==> src/rtl/mc_sequencer.sv <==
// mc_sequencer: multi-cycle control sequencer for a small MIPS-like datapath.
//
// Ports:
//   clk        - sole clock, all state changes on its rising edge
//   reset      - synchronous, active-high; returns to FETCH and clears retired
//   opcode     - 6-bit instruction opcode, sampled (and latched) only in DECODE
//   mem_ready  - memory handshake; 1 = current read/write completes this cycle
//   pc_write .. pc_src - datapath strobes and mux/ALU selects, decoded from state
//   state      - current state code
//   halt       - 1 only while trapped on an unsupported opcode
//   retired    - wrapping count of completed instructions
module mc_sequencer #(
   parameter int unsigned RETIRE_W = 16
) (
   input  logic                clk,
   input  logic                reset,
   input  logic [5:0]          opcode,
   input  logic                mem_ready,
   output logic                pc_write,
   output logic                pc_write_cond,
   output logic                ir_write,
   output logic                i_or_d,
   output logic                mem_read,
   output logic                mem_write,
   output logic                mem_to_reg,
   output logic                reg_dst,
   output logic                reg_write,
   output logic                alu_src_a,
   output logic [1:0]          alu_src_b,
   output logic [1:0]          alu_op,
   output logic [1:0]          pc_src,
   output logic [3:0]          state,
   output logic                halt,
   output logic [RETIRE_W-1:0] retired
);

   localparam logic [3:0] StFetch   = 4'd0;
   localparam logic [3:0] StDecode  = 4'd1;
   localparam logic [3:0] StMemAddr = 4'd2;
   localparam logic [3:0] StMemRd   = 4'd3;
   localparam logic [3:0] StMemWb   = 4'd4;
   localparam logic [3:0] StMemWr   = 4'd5;
   localparam logic [3:0] StExec    = 4'd6;
   localparam logic [3:0] StRWb     = 4'd7;
   localparam logic [3:0] StBranch  = 4'd8;
   localparam logic [3:0] StJump    = 4'd9;
   localparam logic [3:0] StAddiEx  = 4'd10;
   localparam logic [3:0] StAddiWb  = 4'd11;
   localparam logic [3:0] StTrap    = 4'd12;

   localparam logic [5:0] OpRtype = 6'b000000;
   localparam logic [5:0] OpLw    = 6'b100011;
   localparam logic [5:0] OpSw    = 6'b101011;
   localparam logic [5:0] OpBeq   = 6'b000100;
   localparam logic [5:0] OpJ     = 6'b000010;
   localparam logic [5:0] OpAddi  = 6'b001000;

   localparam logic [RETIRE_W-1:0] RetireOne = {{(RETIRE_W-1){1'b0}}, 1'b1};

   logic [3:0]          state_q, state_d;
   logic [5:0]          opcode_q, opcode_d;
   logic [RETIRE_W-1:0] retired_q, retired_d;
   logic                retire;

   always_comb begin
      state_d  = state_q;
      opcode_d = opcode_q;
      retire   = 1'b0;
      case (state_q)
         StFetch: if (mem_ready) state_d = StDecode;
         StDecode: begin
            // Latched so MEM_ADDR steers on the decoded instruction, not the live bus.
            opcode_d = opcode;
            case (opcode)
               OpRtype:    state_d = StExec;
               OpLw, OpSw: state_d = StMemAddr;
               OpBeq:      state_d = StBranch;
               OpJ:        state_d = StJump;
               OpAddi:     state_d = StAddiEx;
               default:    state_d = StTrap;
            endcase
         end
         StMemAddr: state_d = (opcode_q == OpLw) ? StMemRd : StMemWr;
         StMemRd:   if (mem_ready) state_d = StMemWb;
         StMemWr: begin
            if (mem_ready) begin
               state_d = StFetch;
               retire  = 1'b1;
            end
         end
         StExec:   state_d = StRWb;
         StAddiEx: state_d = StAddiWb;
         StMemWb, StRWb, StBranch, StJump, StAddiWb: begin
            state_d = StFetch;
            retire  = 1'b1;
         end
         StTrap:   state_d = StTrap;
         default:  state_d = StFetch;
      endcase
      retired_d = retire ? retired_q + RetireOne : retired_q;
   end

   always_ff @(posedge clk) begin
      if (reset) begin
         state_q   <= StFetch;
         opcode_q  <= '0;
         retired_q <= '0;
      end else begin
         state_q   <= state_d;
         opcode_q  <= opcode_d;
         retired_q <= retired_d;
      end
   end

   always_comb begin
      pc_write      = 1'b0;
      pc_write_cond = 1'b0;
      ir_write      = 1'b0;
      i_or_d        = 1'b0;
      mem_read      = 1'b0;
      mem_write     = 1'b0;
      mem_to_reg    = 1'b0;
      reg_dst       = 1'b0;
      reg_write     = 1'b0;
      alu_src_a     = 1'b0;
      alu_src_b     = 2'b00;
      alu_op        = 2'b00;
      pc_src        = 2'b00;
      halt          = 1'b0;
      case (state_q)
         StFetch: begin
            mem_read  = 1'b1;
            alu_src_b = 2'b01;
            // IR and PC only capture in the cycle the instruction word arrives.
            ir_write  = mem_ready;
            pc_write  = mem_ready;
         end
         StDecode: alu_src_b = 2'b11;
         StMemAddr, StAddiEx: begin
            alu_src_a = 1'b1;
            alu_src_b = 2'b10;
         end
         StMemRd: begin
            mem_read = 1'b1;
            i_or_d   = 1'b1;
         end
         StMemWr: begin
            mem_write = 1'b1;
            i_or_d    = 1'b1;
         end
         StMemWb: begin
            reg_write  = 1'b1;
            mem_to_reg = 1'b1;
         end
         StRWb: begin
            reg_write = 1'b1;
            reg_dst   = 1'b1;
         end
         StAddiWb: reg_write = 1'b1;
         StExec: begin
            alu_src_a = 1'b1;
            alu_op    = 2'b10;
         end
         StBranch: begin
            alu_src_a     = 1'b1;
            alu_op        = 2'b01;
            pc_write_cond = 1'b1;
            pc_src        = 2'b01;
         end
         StJump: begin
            pc_write = 1'b1;
            pc_src   = 2'b10;
         end
         StTrap: halt = 1'b1;
         default: ;
      endcase
   end

   assign state   = state_q;
   assign retired = retired_q;

endmodule

==> config.mk <==
export PLATFORM = sky130hd
export DESIGN_NAME = mc_sequencer
export DESIGN_NICKNAME = d
export VERILOG_FILES = /design/src/rtl/mc_sequencer.sv
export SDC_FILE = /design/constraint.sdc
export NUM_CORES = 1
export LEC_CHECK = 0
export BUFFER_PORTS_ARGS = -buffer_cell sky130_fd_sc_hd__buf_4
export CAP_MARGIN = 20
export CORE_ASPECT_RATIO = 0.9
export CORE_UTILIZATION = 40
export DETAILED_ROUTE_END_ITERATION = 16
export PLACE_DENSITY = 0.79
export SLEW_MARGIN = 5
export SYNTH_ARGS = -nofsm -noshare
export SYNTH_HDL_FRONTEND = slang
export SYNTH_SLANG_ARGS = --single-unit
==> constraint.sdc <==
create_clock -name clk -period 1.9 [get_ports clk]
set_clock_uncertainty 0.15 [all_clocks]
set_input_delay 0.19 -clock clk [delete_from_list [all_inputs] [get_ports clk]]
set_output_delay 0.19 -clock clk [all_outputs]
set_load 0.01 [all_outputs]
==> impl_metrics.env, run 1 <==
export IMPL_status="finished clean"
export IMPL_layout_min_cycle_time_ps=1850
export IMPL_min_delay_start="opcode[4]"
export IMPL_critical_path_arrival_ps=1510
export IMPL_track_usage=0.196
export IMPL_syn2layout_area_growth_pct=34.0
export IMPL_rsz0062_at_grt="yes"
export IMPL_vias=1555
export IMPL_hold_viol_final=0
export IMPL_yosysSeqAreaShare=0.340
export IMPL_slowest_delay_ps=390
export IMPL_grt_max_degree=27
export IMPL_synth_edf_count=0
export IMPL_post_place_cells=290
export IMPL_dpl_hpwl_microns=2780
export IMPL_setup_violations_final=0
export IMPL_leakage_nw=0.828
export IMPL_syn_avg_cell_area_sq_um=7.77
export IMPL_crit_type="flip-flop to output pin"
export IMPL_clockBufferDepth=2
export IMPL_path_cells="buf_4 -> nand2b_4 -> nor2_1 -> or2_2 -> buf_4"
export IMPL_start_util=0.437
export IMPL_first_pass_iters=4
export IMPL_worstPathRequired_ps=1560
export IMPL_die_area_sq_mm=0.00408
export IMPL_fin_crit_sh=0.972
export IMPL_most_common_layout_cells="buf_4, nand2_1, nor2_1, dfxtp_1, a21oi_1"
export IMPL_dieWidth_microns=67.2
export IMPL_yosys_warnings=0
export IMPL_nets=261
export IMPL_hp_class="input pin to flip-flop"
export IMPL_cap_violations=0
export IMPL_cts_root_buf="clkbuf_8"
export IMPL_synth_seq_cells=26
export IMPL_drcViolationCount=0
export IMPL_stdcell_count=293
export IMPL_clkLatencyLatePin_ps=260
export IMPL_rows=20
export IMPL_tightest_slew_ps=477
export IMPL_clk_pin_slew_worst_paths_ps=80
export IMPL_netlist_area_sq_mm=0.00153
export IMPL_coreArea_sq_mm=0.00350
export IMPL_layout_cells_most_common="buf_4"
export IMPL_diodes=0
export IMPL_grt_pass1_vias=1410
export IMPL_slowest_stage="dfxtp_2"
export IMPL_cpMostUsedCell="buf_4"
export IMPL_post_cts_buffers=0
export IMPL_wl_per_cell_microns=12.5
export IMPL_synth_cell_types=48
export IMPL_crit_path_max_fanout=10
export IMPL_startpoint="state[2]"
export IMPL_cts_sinks=26
export IMPL_p_per_area_mw_per_mm2=603
export IMPL_grt_pass1_wl_microns=6150
export IMPL_gp_congestion=0.815
export IMPL_drt_iter0_markers=67
export IMPL_yosys_most_used_dff="dfxtp_1"
export IMPL_postCtsHoldBufs=0
export IMPL_reg2reg_from="retired[3]"
export IMPL_die_y_microns=60.7
export IMPL_viasPerCell=5.31
export IMPL_synthCells=197
export IMPL_cts_tree="built"
export IMPL_io_pins=46
export IMPL_synth_nets=207
export IMPL_cts_buffers=3
export IMPL_antenna_found_initial=0
export IMPL_nFillCells=339
export IMPL_fmax_ghz=0.541
export IMPL_setup_worst_path_end_class="output pin"
export IMPL_whs_ps=38.1
export IMPL_ys_async_sr_fraction=0
export IMPL_grt_remaining_overflow=0
export IMPL_wirelength_microns=3680
export IMPL_peakVddDrop_uv=456
export IMPL_critPathLaunchType="flip-flop"
export IMPL_drv_slew=0
export IMPL_slew_headroom=0.678
export IMPL_final_layout_size_suffix_gt1_frac=0.309
export IMPL_postRouteAntennaNets=0
export IMPL_io_buffers=45
export IMPL_htree_levels=1
==> worst max-delay path: cells and delay by family (launching register included) <==
kind                   cells  cell delay (ps)
flip-flops                 1              390
AND/OR/NAND/NOR            3              490
buffers and inverters      2              360
==> synth_stat cells, types with 4 or more instances <==
cell      count  area share
nor2_1       26       0.064
inv_1         4      0.0098
nor3_1       10       0.033
and3_1        4       0.016
xor2_1        5       0.029
xnor2_1      10       0.057
nand2_1      27       0.066
nand4_1       7       0.029
dfxtp_1      26        0.34
o21ai_0       7       0.023
nand2b_1      5       0.020
clkbuf_1      5       0.012
a21oi_1      14       0.046
==> logic make-up after synthesis <==
group	synth area share
AOI/OAI and AO/OA	0.147
DFF	0.340
and+or+nand+nor	0.361
xor gates and xnor gates	0.0859
adders and majority gates	0.0147
buffers and inverters	0.0515
==> state kept, by name, indices dropped and copies added, names as in the netlist <==
register / cells
opcode_q: 6
state: 4
retired: 16
==> through the flow <==
stage               setup WS [ps]   util  cell area [sq um]  TNS [ps]  total power, mW
global placement              186  0.565               1980         0            0.936
detailed placement            126  0.565               1980         0            0.939
CTS                          11.9  0.578               2020         0             1.24
global route                -11.9  0.585               2050     -11.9             1.32
floorplan                    59.2      -               1530         0            0.807
finish                       52.3  0.585               2050         0             1.24
==> cell type report <==
class / instances / area, sq um / area share
Clock buffer: 3 / 41.3 / 0.0201
Multi-Input combinational cell: 155 / 956 / 0.466
Timing Repair Buffer: 61 / 462 / 0.225
Sequential cell: 26 / 522 / 0.254
Tap cell: 44 / 55.1 / 0.0268
Inverter: 4 / 15.0 / 0.00732
==> per-layer routing <==
layer | share of wire | global-route usage
met2 | 0.47 | 0.320
met1 | 0.47 | 0.270
met3 | 0.059 | 0.0432
met5 | 0 | 0
met4 | 0.0027 | 0.0274
==> timing repair <==
action,CTS,global route
setup endpoints to repair,4,8
gates cloned,0,0
pin swaps,0,0
resized for setup,2,6
endpoints found under the hold margin,0,0
==> report_power, final <==
| part | internal [mW] | total, mW | switching (mW) |
|---|---|---|---|
| clock | 0.142 | 0.296 | 0.155 |
| sequential | 0.570 | 0.588 | 0.0182 |
| combinational | 0.160 | 0.353 | 0.193 |
| total | 0.871 | 1.24 | 0.366 |
==> worst paths after layout <==
kind | to | slack (ps) | depth (start not counted)
min reg2reg | opcode_q[2] | 300 | 2
min | opcode_q[4] | 40 | 3
max reg2reg | retired[15] | 120 | 5
max | pc_write | 50 | 5
No activity file was read; power rests on OpenSTA's default activity.
==> run 2: changes to the inputs <==
ABC_AREA = 1   (was unset)
CELL_PAD_IN_SITES_DETAIL_PLACEMENT = 2   (was unset)
CELL_PAD_IN_SITES_GLOBAL_PLACEMENT = 2   (was unset)
CORE_UTILIZATION = 23   (was 40)
PLACE_DENSITY = 0.86   (was 0.79)
==> run 2 against run 1 <==
Compared with the run above:
- die area rose by 83%
- maximum frequency rose by 5.3%
- sequential share of layout area shrank 0.97 points
- non-clock buffer count shrank 12
- critical path depth is 2 higher
- combinational power rose by 58%
- synthesized cell count grew 40%
- design area up 4.7%
- critical path type unchanged
==> impl_metrics.env, run 2 <==
export IMPL_synth_area_leaders="dfxtp_1, nand2_1, nor2_1"
export IMPL_yosysMostFrequentCell="nand2_1"
export IMPL_fin_crit_sh=0.923
export IMPL_yosys_most_used_dff="dfxtp_1"
export IMPL_layout_cells_most_common="nand2_1"
export IMPL_first_pass_iters=4
export IMPL_diodes=0
export IMPL_yosys_warnings=0
export IMPL_nets=331
export IMPL_ys_async_sr_fraction=0
export IMPL_routed_wl_met2_microns=2870
export IMPL_synth_edf_count=0
export IMPL_critPathLaunchType="flip-flop"
export IMPL_synth_top_area_share=0.318
export IMPL_wirelength_microns=5760
export IMPL_grt_pass1_vias=2053
export IMPL_vias=1882
export IMPL_cts_buffers=3
export IMPL_yosysSeqAreaShare=0.318
export IMPL_startpoint="state[1]"
export IMPL_postCtsHoldBufs=0
export IMPL_top_layer="met4"
export IMPL_r2r_cells=8
export IMPL_stdcell_count=410
export IMPL_synthTopCellsByCount="nand2_1, nor2_1, inv_1, dfxtp_1, a21oi_1"
export IMPL_setup_violations_final=0
export IMPL_clockBufferDepth=2
export IMPL_cts_tree="built"
export IMPL_min_path_cells=3
export IMPL_grt_remaining_overflow=0
export IMPL_drv_slew=0
export IMPL_slowest_stage="dfxtp_2"
export IMPL_leakage_nw=0.983
export IMPL_die_area_sq_mm=0.00745
export IMPL_dieWidth_microns=90.9
export IMPL_path_buf_inv=3
export IMPL_p_per_area_mw_per_mm2=729
export IMPL_post_route_util=0.319
export IMPL_peakVddDrop_uv=259
export IMPL_reg2reg_from="retired[1]"
export IMPL_hold_viol_final=0
export IMPL_tightest_slew_ps=343
export IMPL_synth_nets=285
export IMPL_synth_seq_cells=26
export IMPL_r2r_slack_ps=200
export IMPL_antenna_found_initial=0
export IMPL_reg2reg_to="retired[12]"
export IMPL_layout_min_cycle_time_ps=1750
export IMPL_grt_max_degree=20
export IMPL_hold_end="opcode_q[3]"
export IMPL_path_cells="inv_1 -> nor2_2 -> nand2_1 -> inv_1 -> nor2_1 -> nand2_1 -> buf_4"
export IMPL_drcViolationCount=0
export IMPL_io_pins=46
export IMPL_wl_met3_microns=108
export IMPL_post_place_cells=406
export IMPL_grt_pass1_wl_microns=9980
export IMPL_syn_avg_cell_area_sq_um=5.95
export IMPL_setup_worst_path_end_class="output pin"
export IMPL_critical_path_arrival_ps=1410
export IMPL_critPathTopFamily="simple AND/OR/NAND/NOR gates"
export IMPL_met1Wirelength_microns=2740
export IMPL_coreArea_sq_mm=0.00673
export IMPL_die_y_microns=82.0
export IMPL_post_cts_buffers=0
export IMPL_io_buffers=45
export IMPL_hp_class="input pin to flip-flop"
export IMPL_min_delay_start="opcode[3]"
export IMPL_synthCells=275
export IMPL_final_layout_size_suffix_gt1_frac=0.222
export IMPL_syn2layout_area_growth_pct=31.3
export IMPL_wl_per_cell_microns=14.0
export IMPL_slew_headroom=0.771
export IMPL_whs_ps=23.2
export IMPL_gp_congestion=0.741
export IMPL_fmax_ghz=0.570
export IMPL_dpl_hpwl_microns=4560
export IMPL_track_usage=0.165
export IMPL_start_util=0.243
export IMPL_cap_violations=0
export IMPL_slowest_delay_ps=400
export IMPL_cts_sinks=26
export IMPL_status="finished clean"
export IMPL_postRouteAntennaNets=0
export IMPL_clkLatencyLatePin_ps=270
export IMPL_crit_type="flip-flop to output pin"
export IMPL_worstPathRequired_ps=1560
export IMPL_crit_path_max_fanout=6
export IMPL_clk_pin_slew_worst_paths_ps=90
export IMPL_yosys_area_top_type="dfxtp_1"
export IMPL_fin_setup_tns_ps=0
export IMPL_drt_iter0_markers=25
export IMPL_most_common_layout_cells="nand2_1, buf_4, nor2_1"
export IMPL_cts_root_buf="clkbuf_8"
export IMPL_rsz0062_at_grt="no"
export IMPL_rows=28
export IMPL_htree_levels=1
export IMPL_viasPerCell=4.59
export IMPL_largest_register_ff_count=16
export IMPL_synth_cell_types=27
export IMPL_netlist_area_sq_mm=0.00164
run 2: cell types whose count changed in the layout (fill, tap and decap cells not counted), sizes merged, moves of 6 or more:
cell,delta
nand3,+15
a21oi,+7
nor2,+28
inv,+31
o21ai,+10
nor3,-10
nand2,+51
xnor2,-6
buf,-12
run 2: cell families after synthesis:
kind of cell / synth area share
adders and majority gates: 0.00765
xor gates and xnor gates: 0.0268
DFF: 0.318
AOI/OAI and AO/OA: 0.133
buffers and inverters: 0.116
and+or+nand+nor: 0.399
run 2: final cells by class:
type / instances / area, sq um
fillers: 856 / 4580
multi-input cells: 205 / 938
flip-flops and latches: 26 / 526
repair buffers: 49 / 380
inverters: 36 / 135
well taps: 90 / 113
clock buffers: 4 / 55.1
run 2: through the flow:
stage | setup WS (ps) | power [mW] | cell area (sq um)
after CTS | 43.9 | 1.59 | 2140
after floorplan | 360 | 0.971 | 1640
final | 146 | 1.57 | 2150
after detailed placement | 205 | 1.21 | 2070
after global placement | 287 | 1.19 | 2070
after global routing | 5.69 | 1.67 | 2150
run 2: routing by layer:
| layer | vias up | GRT usage |
|---|---|---|
| met3 | 2 | 0.0157 |
| met2 | 20 | 0.306 |
| met5 | - | 0 |
| li1 | 948 | - |
| met1 | 912 | 0.208 |
| met4 | 0 | 0.0381 |
run 2: what timing repair did:
action,CTS,global route
setup endpoints to repair,4,4
resized for setup,3,6
pin swaps,0,0
run 2: tightest hold or removal path, stage by stage:
cell    delay [ps]
buf_4           90
nor2_1          40
nor2_1          80
run 2: worst max path at each step:
stage / end / cells after the start / slack (ps)
2_1_floorplan: retired[12] / 8 / 360
3_3_place_gp: retired[5] / 8 / 290
3_5_place_dp: retired[12] / 8 / 210
4_1_cts: alu_src_a / 7 / 40
5_1_grt: alu_src_a / 7 / 6
6_report: alu_src_a / 7 / 150
run 2: power by group:
part | internal [mW] | leakage, nW | switching (mW) | total, mW
Sequential | 0.598 | 0.213 | 0.0452 | 0.643
Clock | 0.185 | 0.0288 | 0.182 | 0.367
Combinational | 0.222 | 0.741 | 0.334 | 0.556
Total | 1.00 | 0.983 | 0.561 | 1.57
